===== config.mk =====
export PLATFORM = sky130hd
export DESIGN_NAME = tusca_tx_arbiter_flat
export DESIGN_NICKNAME = d
export VERILOG_FILES = /design/src/rtl/tusca_tx_if.sv /design/src/rtl/tusca_tx_arbiter.sv /design/src/flat_wrapper.sv
export SDC_FILE = /design/constraint.sdc
export NUM_CORES = 1
export LEC_CHECK = 0
export ABC_AREA = 1
export CORE_AREA = 2 2 120 122
export CTS_CLUSTER_SIZE = 24
export DETAILED_ROUTE_END_ITERATION = 12
export DIE_AREA = 0 0 122 124
export PLACE_DENSITY = 0.74
export SYNTH_ARGS = -nofsm -noshare
export SYNTH_HDL_FRONTEND = slang
export SYNTH_SLANG_ARGS = --single-unit

===== constraint.sdc =====
create_clock -name clock -period 5 [get_ports clock]
set_clock_uncertainty 0.15 [all_clocks]
set_input_delay 1.25 -clock clock [delete_from_list [all_inputs] [get_ports clock]]
set_output_delay 1.25 -clock clock [all_outputs]
set_load 0.01 [all_outputs]

===== src/rtl/tusca_tx_if.sv =====
// Request/handshake bundle between the TUSCA control unit, the TX arbiter and the serial transmitter.
// The arbiter takes the slave side; the control unit and transmitter together form the master side.
interface tusca_tx_if;
    logic        req_medida;
    logic [31:0] medida;
    logic        req_erro;
    logic        req_config;
    logic [7:0]  config_ack;
    logic        pronto_serial;
    logic        partida_serial;
    logic [7:0]  dados_serial;
    logic        pronto_medida;
    logic        pronto_erro;
    logic        pronto_config;
    logic        erro_timeout;
    logic        ocupado;
    logic [3:0]  db_estado;

    modport master (
        output req_medida, medida, req_erro, req_config, config_ack, pronto_serial,
        input  partida_serial, dados_serial, pronto_medida, pronto_erro, pronto_config,
               erro_timeout, ocupado, db_estado
    );

    modport slave (
        input  req_medida, medida, req_erro, req_config, config_ack, pronto_serial,
        output partida_serial, dados_serial, pronto_medida, pronto_erro, pronto_config,
               erro_timeout, ocupado, db_estado
    );
endinterface


===== src/rtl/tusca_tx_arbiter.sv =====
// Shares the byte-wide serial TX between the medida, erro and config sources: latches one-cycle
// requests, grants by fixed priority (config > erro > medida) and sends each frame byte by byte.
module tusca_tx_arbiter #(
    parameter int TIMEOUT = 5_000_000
) (
    input  logic      clock,
    input  logic      reset,
    tusca_tx_if.slave bus
);
    localparam int            CW       = $clog2(TIMEOUT) + 1;
    localparam logic [CW-1:0] CNT_LAST = CW'(TIMEOUT - 1);

    typedef enum logic [3:0] {
        OCIOSO = 4'd0,
        ENVIA  = 4'd1,
        ESPERA = 4'd2,
        FIM    = 4'd3,
        ABORTA = 4'd4
    } estado_t;

    typedef enum logic [1:0] {SRC_MED, SRC_ERR, SRC_CFG} src_t;

    estado_t         estado_q;
    src_t            src_q, src_d;
    logic            pend_med_q, pend_err_q, pend_cfg_q;
    logic [31:0]     hold_med_q;
    logic [7:0]      hold_cfg_q;
    logic [6:0][7:0] frm_q, frm_d;
    logic [2:0]      len_q, len_d, idx_q;
    logic [CW-1:0]   cnt_q;
    logic            partida_q, pm_q, pe_q, pc_q, et_q, ocup_q;
    logic [7:0]      dados_q;
    logic [7:0]      chk;

    assign chk = hold_med_q[31:24] + hold_med_q[23:16] + hold_med_q[15:8] + hold_med_q[7:0];

    // Frame the winning source would get if granted on this edge
    always_comb begin
        frm_d = '0;
        len_d = 3'd2;
        src_d = SRC_ERR;
        if (pend_cfg_q) begin
            src_d    = SRC_CFG;
            len_d    = 3'd3;
            frm_d[0] = 8'h43;
            frm_d[1] = hold_cfg_q;
            frm_d[2] = 8'h0A;
        end else if (pend_err_q) begin
            frm_d[0] = 8'h45;
            frm_d[1] = 8'h0A;
        end else begin
            src_d    = SRC_MED;
            len_d    = 3'd7;
            frm_d[0] = 8'h4D;
            frm_d[1] = hold_med_q[31:24];
            frm_d[2] = hold_med_q[23:16];
            frm_d[3] = hold_med_q[15:8];
            frm_d[4] = hold_med_q[7:0];
            frm_d[5] = chk;
            frm_d[6] = 8'h0A;
        end
    end

    always_ff @(posedge clock or posedge reset) begin
        if (reset) begin
            estado_q   <= OCIOSO;
            src_q      <= SRC_MED;
            pend_med_q <= 1'b0;
            pend_err_q <= 1'b0;
            pend_cfg_q <= 1'b0;
            hold_med_q <= '0;
            hold_cfg_q <= '0;
            frm_q      <= '0;
            len_q      <= '0;
            idx_q      <= '0;
            cnt_q      <= '0;
            partida_q  <= 1'b0;
            dados_q    <= '0;
            pm_q       <= 1'b0;
            pe_q       <= 1'b0;
            pc_q       <= 1'b0;
            et_q       <= 1'b0;
            ocup_q     <= 1'b0;
        end else begin
            partida_q <= 1'b0;
            pm_q      <= 1'b0;
            pe_q      <= 1'b0;
            pc_q      <= 1'b0;
            et_q      <= 1'b0;
            case (estado_q)
                OCIOSO: if (pend_med_q || pend_err_q || pend_cfg_q) begin
                    src_q     <= src_d;
                    frm_q     <= frm_d;
                    len_q     <= len_d;
                    idx_q     <= '0;
                    case (src_d)
                        SRC_CFG: pend_cfg_q <= 1'b0;
                        SRC_ERR: pend_err_q <= 1'b0;
                        default: pend_med_q <= 1'b0;
                    endcase
                    partida_q <= 1'b1;
                    dados_q   <= frm_d[0];
                    ocup_q    <= 1'b1;
                    estado_q  <= ENVIA;
                end
                ENVIA: begin
                    cnt_q    <= '0;
                    estado_q <= ESPERA;
                end
                ESPERA: begin
                    if (bus.pronto_serial) begin
                        if (idx_q == len_q - 3'd1) begin
                            pm_q     <= (src_q == SRC_MED);
                            pe_q     <= (src_q == SRC_ERR);
                            pc_q     <= (src_q == SRC_CFG);
                            estado_q <= FIM;
                        end else begin
                            idx_q     <= idx_q + 3'd1;
                            partida_q <= 1'b1;
                            dados_q   <= frm_q[idx_q + 3'd1];
                            estado_q  <= ENVIA;
                        end
                    end else if (cnt_q == CNT_LAST) begin
                        et_q     <= 1'b1;
                        estado_q <= ABORTA;
                    end else begin
                        cnt_q <= cnt_q + 1'b1;
                    end
                end
                default: begin
                    ocup_q   <= 1'b0;
                    estado_q <= OCIOSO;
                end
            endcase
            // Placed after the grant so a request on the grant edge re-arms the source
            if (bus.req_medida) begin
                pend_med_q <= 1'b1;
                hold_med_q <= bus.medida;
            end
            if (bus.req_erro) pend_err_q <= 1'b1;
            if (bus.req_config) begin
                pend_cfg_q <= 1'b1;
                hold_cfg_q <= bus.config_ack;
            end
        end
    end

    assign bus.partida_serial = partida_q;
    assign bus.dados_serial   = dados_q;
    assign bus.pronto_medida  = pm_q;
    assign bus.pronto_erro    = pe_q;
    assign bus.pronto_config  = pc_q;
    assign bus.erro_timeout   = et_q;
    assign bus.ocupado        = ocup_q;
    assign bus.db_estado      = estado_q;
endmodule


===== src/flat_wrapper.sv =====
// flat-port wrapper written by rule: the top's interface ports become plain ports
module tusca_tx_arbiter_flat 
#(
    parameter int TIMEOUT = 5_000_000
)
  (clock, reset, bus_req_medida, bus_medida, bus_req_erro, bus_req_config, bus_config_ack, bus_pronto_serial, bus_partida_serial, bus_dados_serial, bus_pronto_medida, bus_pronto_erro, bus_pronto_config, bus_erro_timeout, bus_ocupado, bus_db_estado);
  tusca_tx_if bus_i ();
  input  logic clock;
  input  logic reset;
  input wire logic [$bits(bus_i.req_medida)-1:0] bus_req_medida;
  input wire logic [$bits(bus_i.medida)-1:0] bus_medida;
  input wire logic [$bits(bus_i.req_erro)-1:0] bus_req_erro;
  input wire logic [$bits(bus_i.req_config)-1:0] bus_req_config;
  input wire logic [$bits(bus_i.config_ack)-1:0] bus_config_ack;
  input wire logic [$bits(bus_i.pronto_serial)-1:0] bus_pronto_serial;
  output wire logic [$bits(bus_i.partida_serial)-1:0] bus_partida_serial;
  output wire logic [$bits(bus_i.dados_serial)-1:0] bus_dados_serial;
  output wire logic [$bits(bus_i.pronto_medida)-1:0] bus_pronto_medida;
  output wire logic [$bits(bus_i.pronto_erro)-1:0] bus_pronto_erro;
  output wire logic [$bits(bus_i.pronto_config)-1:0] bus_pronto_config;
  output wire logic [$bits(bus_i.erro_timeout)-1:0] bus_erro_timeout;
  output wire logic [$bits(bus_i.ocupado)-1:0] bus_ocupado;
  output wire logic [$bits(bus_i.db_estado)-1:0] bus_db_estado;
  assign bus_i.req_medida = bus_req_medida;
  assign bus_i.medida = bus_medida;
  assign bus_i.req_erro = bus_req_erro;
  assign bus_i.req_config = bus_req_config;
  assign bus_i.config_ack = bus_config_ack;
  assign bus_i.pronto_serial = bus_pronto_serial;
  assign bus_partida_serial = bus_i.partida_serial;
  assign bus_dados_serial = bus_i.dados_serial;
  assign bus_pronto_medida = bus_i.pronto_medida;
  assign bus_pronto_erro = bus_i.pronto_erro;
  assign bus_pronto_config = bus_i.pronto_config;
  assign bus_erro_timeout = bus_i.erro_timeout;
  assign bus_ocupado = bus_i.ocupado;
  assign bus_db_estado = bus_i.db_estado;
  tusca_tx_arbiter #(.TIMEOUT(TIMEOUT)) u_core (.clock(clock), .reset(reset), .bus(bus_i));
endmodule

==> results of run 1 <==
-- path summary, 6_finish.rpt --
path | slack (ns) | startpoint | cells past startpoint | endpoint
worst max-delay path | 2.11 | u_core.hold_med_q[17]$_DFFE_PP0P_ | 12 | u_core.frm_q[47]$_DFFE_PP0P_
worst min-delay path | 0.32 | u_core.hold_cfg_q[2]$_DFFE_PP0P_ | 2 | u_core.hold_cfg_q[2]$_DFFE_PP0P_
worst max register to register | 2.11 | u_core.hold_med_q[17]$_DFFE_PP0P_ | 12 | u_core.frm_q[47]$_DFFE_PP0P_
worst min register to register | 0.32 | u_core.hold_cfg_q[2]$_DFFE_PP0P_ | 2 | u_core.hold_cfg_q[2]$_DFFE_PP0P_
max in group asynchronous | 2.84 | reset | 3 | u_core.idx_q[0]$_DFFE_PP0P_
min in group asynchronous | 1.04 | reset | 2 | u_core.hold_cfg_q[1]$_DFFE_PP0P_
-- per-layer routing --
layer,global-route usage (%),share of wire (%)
met5,0,0
met4,8.12,1.9
met3,5.40,4.9
met2,37.6,46
met1,32.5,47
-- state kept, by name, summed over array words and instances, names as in the netlist --
name,cells
u_core.bus.pronto_medida,1
u_core.bus.pronto_config,1
u_core.bus.partida_serial,1
u_core.len_q,2
u_core.cnt_q,24
u_core.bus.ocupado,1
u_core.bus.pronto_erro,1
u_core.hold_cfg_q,8
u_core.pend_err_q,1
u_core.bus.dados_serial,8
u_core.bus.db_estado,3
u_core.idx_q,3
u_core.frm_q,43
u_core.pend_med_q,1
u_core.hold_med_q,32
u_core.pend_cfg_q,1
u_core.bus.erro_timeout,1
u_core.src_q,1
-- worst register-to-register path: cells and delay by family, from the launching register on --
| kind | cells | cell delay (ns) |
|---|---|---|
| fa+ha+maj | 4 | 1.65 |
| flops | 1 | 0.39 |
| simple gates | 5 | 0.39 |
| buf+inv | 3 | 0.20 |
-- cell families after synthesis --
family                     Yosys count  share of synthesized area (%)
buffers and inverters              150                           8.64
AOI/OAI and AO/OA                  149                           12.0
other                                1                         0.0532
DFF                                133                           47.2
muxes                                1                          0.160
adders and majority gates           24                           5.75
and+or+nand+nor                    412                           24.2
xor gates and xnor gates            16                           1.99
-- stage by stage --
| step | utilization (%) | power (uW) |
|---|---|---|
| final | 60.8 | 3810 |
| after floorplan | - | 2260 |
| after global routing | 60.8 | 4070 |
| after detailed placement | 56.6 | 2600 |
| after CTS | 60.8 | 3820 |
| after global placement | 56.6 | 2570 |
-- power breakdown --
part	switching (uW)	leakage (uW)	internal [uW]
registers	116	0.00172	1240
clock network	473	0.000270	748
logic	820	0.00198	414
-- area by class of cell --
class                   count  area (sq um)
repair buffers             64           643
well taps                 180           225
flip-flops and latches    133          3330
clock inverters            11           126
inverters                 121           459
clock buffers              21           450
fillers                  1219          5380
multi-input cells         603          3110
-- cell usage after synthesis, types with 2 or more instances --
| library cell | number | area, sq um |
|---|---|---|
| nand3_1 | 47 | 235 |
| nor4_1 | 3 | 18.8 |
| a22o_1 | 2 | 17.5 |
| buf_2 | 5 | 25.0 |
| buf_4 | 2 | 15.0 |
| xnor2_1 | 5 | 43.8 |
| nor3_1 | 5 | 25.0 |
| nor2_2 | 3 | 18.8 |
| nor2_8 | 2 | 40.0 |
| o21ai_2 | 8 | 70.1 |
| nand2_2 | 8 | 50.1 |
| o22ai_1 | 17 | 106 |
| nand2_1 | 272 | 1020 |
| nand4_1 | 6 | 37.5 |
| a21oi_1 | 19 | 95.1 |
| xor2_1 | 11 | 96.3 |
| inv_1 | 116 | 435 |
| o21ai_0 | 80 | 400 |
| o21bai_1 | 3 | 22.5 |
| buf_1 | 2 | 7.51 |
| dfrtp_1 | 133 | 3330 |
| ha_1 | 10 | 125 |
| nor2_1 | 63 | 236 |
| a22oi_1 | 4 | 30.0 |
| buf_6 | 4 | 45.0 |
| o21ai_1 | 11 | 55.1 |
| fa_1 | 14 | 280 |
| clkbuf_1 | 16 | 60.1 |
| inv_2 | 3 | 11.3 |
==> impl_metrics.json, run 1 <==
{
  "leakagePower_uw": 0.00397,
  "avgSynthCellArea_sq_um": 7.96,
  "holdWs_ns": 0.322,
  "setup_slack_ns": 2.11,
  "cts_hold_buf": 0,
  "grt_pass1_vias": 5658,
  "grt_util_all_layers_pct": 23.8,
  "core-area_sq_mm": 0.0137,
  "drive_gt1_share_pct": 6.40,
  "critical_path_class": "flop to flop",
  "dp_cells": 1101,
  "tightest_slew_ns": 1.01,
  "status": "finished clean",
  "grt_first_pass_wirelength_microns": 27700,
  "die-area_sq_mm": 0.0151,
  "root_buffer": "clkbuf_16",
  "clk_pin_slew_worst_paths_ns": 0.06,
  "slew_viol_final": 0,
  "grt_max_degree": 67,
  "synthDistinctLibCells": 41,
  "finalCriticalPeriod_ns": 2.89,
  "initial_utilization_pct": 51.4,
  "vias_per_cell": 5.17,
  "ys_seq_elements": 133,
  "design_area_sq_mm": 0.00834,
  "setup_violations": 0,
  "min_path_type": "flop to flop",
  "first_pass_iters": 5,
  "cts_tree": "built",
  "maxSlewHeadroom_pct": 32.5,
  "cp_cell_sequence": "inv_1 > fa_1 > fa_1 > inv_1 > ha_1 > fa_1 > nand4_1 > nand3_1 > inv_1 > nand2_1 > nand3_1 > nand2_1",
  "syn-num-nets": 956,
  "drtAntennaViolNets": 0,
  "synthArstFlopShare_pct": 100,
  "slowest_stage": "fa_1",
  "arrival_ns": 3.06,
  "end_kind": "flop",
  "drv_cap": 0,
  "synthToLayoutAreaGrowth_pct": 18.4,
  "numClockSinks": 133,
  "final_cells": 1133,
  "die_w_microns": 122,
  "mappedNetlistArea_sq_mm": 0.00705,
  "rsz0062_at_grt": "no",
  "fin_crit_sh_pct": 57.8,
  "final_common_cell": "nand2_1",
  "power_density_mw_per_mm2": 456,
  "die_h_microns": 124,
  "finalHoldViolations": 0,
  "cts_inserted_buffers": 17,
  "numPortBuffers": 62,
  "antenna_cells": 0,
  "startpoint_type": "flop",
  "synth_ff_type": "dfrtp_1",
  "rows": 43,
  "avgRoutedWirePerCell_microns": 14.4,
  "post_cts_buffers": 0,
  "path_buf_inv": 3,
  "placed_area_sq_mm": 0.00777,
  "ys_warn_count": 0,
  "vias": 5853,
  "antenna_found_initial": 0,
  "clockBufferDepth": 2,
  "cts_resized": 0,
  "drc": 0,
  "gp_congestion": 0.856,
  "drt_wl_total_microns": 16300,
  "tns_ns": 0,
  "pre_cts_ws_ns": 1.78,
  "mostFrequentLayoutCells": "nand2_1 (272), dfrtp_1 (133), inv_1 (115)",
  "cp_max_fo": 3,
  "fin_nets": 1010,
  "ir_drop_uv": 305,
  "ios": 64,
  "synth.yosys.seq_area_share_pct": 47.2,
  "h-tree-depth": 4,
  "synth_edf_count": 0,
  "netlist_instances": 886,
  "drtIter0Drc": 488,
  "required_ns": 5.17,
  "critPathMaxStageDelay_ns": 0.51,
  "critPathTopFamily": "adder cells",
  "overflow": 0,
  "dpl.hpwl_microns": 11600,
  "clk_latency_ns": 0.43,
  "max_clock_freq_mhz": 346
}
Note: power is estimated with default switching activity, not from simulation.
==> run 2, diff against run 1 <==
==> constraint.sdc (replaced) <==
create_clock -name clock -period 2.49 [get_ports clock]
set_clock_uncertainty 0.15 [all_clocks]
set_input_delay 0.6225 -clock clock [delete_from_list [all_inputs] [get_ports clock]]
set_output_delay 0.6225 -clock clock [all_outputs]
set_load 0.01 [all_outputs]
==> run 2 against run 1 <==
The flow now finishes with violations (negative setup slack). Non-clock buffer count is 42 higher. Clock power grew 120%. Clock-buffer cell count decreased by 2. Flip-flop and latch count did not move. Setup slack worse by 2.4 ns. Power up 120%. Via count is 4.5% higher. Largest cell class unchanged.
==> impl_metrics.json, run 2 (synthesis results as in run 1) <==
{
  "status": "complete, but fails checks",
  "failed_checks": "negative setup slack",
  "mostFrequentLayoutCells": "nand2_1 (268), dfrtp_1 (133), inv_1 (102)",
  "cts_tree": "built",
  "holdWs_ns": 0.322,
  "drc": 0,
  "clk_latency_ns": 0.42,
  "leakagePower_uw": 0.00421,
  "slowest_stage": "fa_1",
  "synthToLayoutAreaGrowth_pct": 26.2,
  "final_cells": 1175,
  "wl_met3_microns": 885,
  "initial_utilization_pct": 51.4,
  "setup_violations": 6,
  "r2r_cells": 12,
  "cts_inserted_buffers": 17,
  "die_h_microns": 124,
  "path_buf_inv": 3,
  "crit_cells": 12,
  "cts_hold_buf": 0,
  "pwr-share-comb_pct": 37.8,
  "rows": 43,
  "layout_top_registers": "u_core.frm_q: 43 flops, u_core.hold_med_q: 32 flops, u_core.cnt_q: 24 flops",
  "seq_power_share_pct": 31.4,
  "p_int_uw": 5420,
  "finalHoldViolations": 0,
  "h-tree-depth": 4,
  "dr_wl_met2_microns": 8430,
  "numClockSinks": 133,
  "critical_path_class": "flop to flop",
  "dp_cells": 1137,
  "tns_ns": -0.884,
  "final_core_util_pct": 64.9,
  "fin_crit_sh_pct": 113,
  "fin_nets": 1052,
  "top_register": "u_core.frm_q",
  "cp_cell_sequence": "inv_2 > fa_1 > fa_1 > inv_2 > ha_4 > fa_2 > nand4_1 > nand3_2 > inv_1 > nand2_1 > nand3_1 > nand2_1",
  "overflow": 0,
  "end_kind": "flop",
  "antenna_found_initial": 0,
  "die_w_microns": 122,
  "antenna_cells": 0,
  "grt_util_all_layers_pct": 25.0,
  "die-area_sq_mm": 0.0151,
  "cp_max_fo": 3,
  "p_sw_uw": 3130,
  "clkPwrFrac_pct": 30.8,
  "min_path_type": "primary input to asynchronous set/reset pin",
  "largest_reg_flops": 43,
  "root_buffer": "clkbuf_16",
  "swShare_pct": 36.6,
  "drtAntennaViolNets": 0,
  "drtIter0Drc": 572,
  "critPathTopFamily": "adder cells",
  "dpl.hpwl_microns": 12400,
  "setup_slack_ns": -0.317,
  "ir_drop_uv": 800,
  "avgRoutedWirePerCell_microns": 15.2,
  "reg2reg_to": "u_core.frm_q[47]$_DFFE_PP0P_",
  "core-area_sq_mm": 0.0137,
  "reg2reg_from": "u_core.hold_med_q[17]$_DFFE_PP0P_",
  "rsz0062_at_grt": "yes",
  "vias_per_cell": 5.20,
  "required_ns": 2.65,
  "drt_wl_total_microns": 17900,
  "drv_cap": 0,
  "numPortBuffers": 62,
  "startpoint_type": "flop",
  "slew_viol_final": 0,
  "grt_pass1_vias": 5709,
  "pre_cts_ws_ns": -0.144,
  "vias": 6115,
  "arrival_ns": 2.96,
  "r2r_slack_ns": -0.32,
  "gp_congestion": 0.924,
  "grt_first_pass_wirelength_microns": 29000,
  "met1Wirelength_microns": 8160,
  "finalCriticalPeriod_ns": 2.81,
  "grt_max_degree": 52,
  "max_clock_freq_mhz": 356,
  "critPathMaxStageDelay_ns": 0.52,
  "first_pass_iters": 5,
  "clockBufferDepth": 2,
  "drive_gt1_share_pct": 14.1,
  "clk_pin_slew_worst_paths_ns": 0.06,
  "power_density_mw_per_mm2": 962,
  "ios": 64,
  "final_common_cell": "nand2_1",
  "dr.max_layer_used": "met4"
}
[run 2: changes by cell type in the layout (fill, tap and decap cells not counted), sizes merged]
cell	previous run	this run
clkinvlp	4	6
buf	3	45
inv	122	119
clkbuf	21	19
bufinv	2	4
clkinv	4	5
[run 2: timing repair]
item / CTS / global route
setup endpoints to repair: 6 / 6
resized for setup: 20 / 14
setup buffers: 3 / 4
pin swaps: 18 / 12
[run 2: worst max-delay path by stage]
stage | startpoint | slack, ns | end
floorplan | u_core.hold_med_q[17]$_DFFE_PP0P_ | -0.03 | u_core.frm_q[47]$_DFFE_PP0P_
global placement | u_core.hold_med_q[17]$_DFFE_PP0P_ | -0.1 | u_core.frm_q[47]$_DFFE_PP0P_
detailed placement | u_core.hold_med_q[17]$_DFFE_PP0P_ | -0.14 | u_core.frm_q[47]$_DFFE_PP0P_
CTS | u_core.hold_med_q[17]$_DFFE_PP0P_ | -0.14 | u_core.frm_q[47]$_DFFE_PP0P_
global route | u_core.hold_med_q[9]$_DFFE_PP0P_ | -0.38 | u_core.frm_q[47]$_DFFE_PP0P_
finish | u_core.hold_med_q[17]$_DFFE_PP0P_ | -0.32 | u_core.frm_q[47]$_DFFE_PP0P_
[run 2: power by group through the flow]
stage	sequential (uW)	clock (uW)	combinational, uW
global placement	2710	0	2730
CTS	2690	2660	2980
detailed placement	2720	0	2790
floorplan	2710	0	1870
global route	2720	2760	3540
finish	2690	2640	3230
[run 2: routing by layer]
metal	track usage [%]	vias up
li1	-	3005
met1	35.0	2849
met2	40.3	231
met3	3.75	30
met4	8.26	0
met5	0	-
[run 2: layout make-up]
cell class,count,area (sq um)
Fill cell,1129,4820
Sequential cell,133,3330
Multi-Input combinational cell,603,3270
Timing Repair Buffer,106,987
Inverter,121,460
Clock buffer,19,443
Tap cell,180,225
Clock inverter,13,181
[run 2: metrics by stage]
stage,instance area [sq um],power (uW)
finish,8900,8560
global placement,8100,5440
global route,8900,9030
floorplan,7080,4580
detailed placement,8100,5510
CTS,8820,8340
==> run 3, diff against run 2 <==
--- a/config.mk
+++ b/config.mk
@@ -10,6 +10,7 @@
 export CTS_CLUSTER_SIZE = 24
 export DETAILED_ROUTE_END_ITERATION = 12
 export DIE_AREA = 0 0 122 124
+export GPL_ROUTABILITY_DRIVEN = 0
 export PLACE_DENSITY = 0.74
 export SYNTH_ARGS = -nofsm -noshare
 export SYNTH_HDL_FRONTEND = slang
==> run 3 against run 2 <==
The flow still finishes with violations (negative setup slack). Utilization is essentially flat. Cell area is essentially flat. Maximum frequency grew 1.6%. Register-to-register slack gained 0.04 ns. Critical path depth is the same. Die area is the same. Final cell count shrank 0.17%. Critical path type unchanged. Largest cell class unchanged.
==> impl_metrics.json, run 3 (synthesis results as in run 1) <==
{
  "clockBufferDepth": 2,
  "hold_depth": 2,
  "final_core_util_pct": 64.8,
  "dr_wl_met2_microns": 8310,
  "antenna_found_initial": 0,
  "dp_cells": 1134,
  "cp_cell_sequence": "inv_2 > fa_1 > fa_1 > inv_2 > ha_4 > fa_2 > nand4_1 > nand3_1 > inv_1 > nand2_1 > nand3_1 > nand2_1",
  "dpl.hpwl_microns": 12100,
  "power_density_mw_per_mm2": 973,
  "arrival_ns": 2.93,
  "cts_inserted_buffers": 17,
  "failed_checks": "negative setup slack",
  "status": "complete, but fails checks",
  "h-tree-depth": 4,
  "largest_reg_flops": 43,
  "total_power_uw": 8650,
  "drt_wl_total_microns": 17500,
  "initial_utilization_pct": 51.4,
  "grt_max_degree": 113,
  "setup_violations": 5,
  "startpoint_type": "flop",
  "cts_tree": "built",
  "path_buf_inv": 3,
  "r2r_slack_ns": -0.27,
  "end_kind": "flop",
  "maxSlewHeadroom_pct": 59.3,
  "die_h_microns": 124,
  "slowest_stage": "fa_1",
  "grt_first_pass_wirelength_microns": 28000,
  "clk_latency_ns": 0.43,
  "ir_drop_uv": 632,
  "whs_endpoint": "u_core.bus.dados_serial[3]$_DFFE_PP0P_",
  "avgRoutedWirePerCell_microns": 14.9,
  "slew_viol_final": 0,
  "min_path_type": "flop to flop",
  "critPathMaxStageDelay_ns": 0.52,
  "mostFrequentLayoutCells": "nand2_1 (270), dfrtp_1 (133), inv_1 (98)",
  "cp_max_fo": 3,
  "finalCriticalPeriod_ns": 2.76,
  "die_w_microns": 122,
  "drv_cap": 0,
  "rows": 43,
  "dr.max_layer_used": "met4",
  "vias_per_cell": 5.20,
  "required_ns": 2.66,
  "clk_pin_slew_worst_paths_ns": 0.06,
  "layout_top_registers": "u_core.frm_q: 43 flops, u_core.hold_med_q: 32 flops, u_core.cnt_q: 24 flops",
  "cts_hold_buf": 0,
  "drc": 0,
  "final_cells": 1173,
  "antenna_cells": 0,
  "die-area_sq_mm": 0.0151,
  "critical_path_class": "flop to flop",
  "drtIter0Drc": 618,
  "reg2reg_from": "u_core.hold_med_q[17]$_DFFE_PP0P_",
  "tightest_slew_ns": 0.606,
  "numPortBuffers": 62,
  "drtAntennaViolNets": 0,
  "core-area_sq_mm": 0.0137,
  "tns_ns": -0.693,
  "setup_slack_ns": -0.274,
  "grt_pass1_vias": 5587,
  "drive_gt1_share_pct": 13.8,
  "first_pass_iters": 5,
  "wl_met3_microns": 1060,
  "rsz0062_at_grt": "yes",
  "overflow": 0,
  "reg2reg_to": "u_core.frm_q[47]$_DFFE_PP0P_",
  "vias": 6095,
  "ios": 64,
  "synthToLayoutAreaGrowth_pct": 26.2,
  "top_register": "u_core.frm_q",
  "fin_nets": 1050,
  "critPathTopFamily": "adder cells",
  "numClockSinks": 133,
  "final_common_cell": "nand2_1",
  "leakagePower_uw": 0.00422,
  "root_buffer": "clkbuf_16",
  "hp-start": "u_core.bus.dados_serial[3]$_DFFE_PP0P_",
  "max_clock_freq_mhz": 362,
  "met1Wirelength_microns": 7670,
  "grt_util_all_layers_pct": 24.4,
  "r2r_cells": 12,
  "fin_crit_sh_pct": 111,
  "finalHoldViolations": 0
}
run 3: power breakdown:
| part | leakage, uW | switching [uW] | internal (uW) |
|---|---|---|---|
| Clock | 0.000329 | 949 | 1930 |
| Sequential | 0.00172 | 203 | 2480 |
| Combinational | 0.00217 | 1900 | 1190 |
| Total | 0.00422 | 3060 | 5600 |
run 3: repair_timing:
item	in CTS	in global routing
pin swaps	17	15
cloned	0	0
setup buffers	4	3
endpoints found under the setup margin	5	6
resized for setup	9	20
run 3: metal layers:
metal  GRT usage [%]  vias to the layer above
met5               0                        -
met3            5.31                       40
met1            32.5                     2828
met2            39.7                      229
li1                -                     2998
met4            8.41                        0
run 3: tightest hold or removal path: cells and delay by family, from the launching register on:
kind / cells / cell delay (ns)
DFF: 1 / 0.34
and+or+nand+nor: 2 / 0.11
run 3: worst max path at each step:
stage	start	to	slack (ns)	cells past startpoint
after CTS	u_core.hold_med_q[17]$_DFFE_PP0P_	u_core.frm_q[47]$_DFFE_PP0P_	-0.11	12
after floorplan	u_core.hold_med_q[17]$_DFFE_PP0P_	u_core.frm_q[47]$_DFFE_PP0P_	-0.03	12
after global placement	u_core.hold_med_q[17]$_DFFE_PP0P_	u_core.frm_q[47]$_DFFE_PP0P_	-0.1	12
final	u_core.hold_med_q[17]$_DFFE_PP0P_	u_core.frm_q[47]$_DFFE_PP0P_	-0.27	12
after detailed placement	u_core.hold_med_q[20]$_DFFE_PP0P_	u_core.frm_q[47]$_DFFE_PP0P_	-0.13	13
after global routing	u_core.hold_med_q[17]$_DFFE_PP0P_	u_core.frm_q[47]$_DFFE_PP0P_	-0.35	12
run 3: through the flow:
stage | instance area (sq um) | hold slack, ns | setup slack, ns
2_1_floorplan | 7080 | 0.292 | -0.0258
3_3_place_gp | 8070 | 0.316 | -0.0952
3_5_place_dp | 8070 | 0.320 | -0.126
4_1_cts | 8810 | 0.333 | -0.107
5_1_grt | 8890 | 0.356 | -0.348
6_report | 8890 | 0.329 | -0.274
run 3: area by class of cell:
class	count	area, sq um
sequential	133	3330
fill	1158	4820
inverter	121	460
clock buffer	19	453
multi-input combinational	603	3230
clock inverter	13	228
timing repair buffer	104	972
tap	180	225
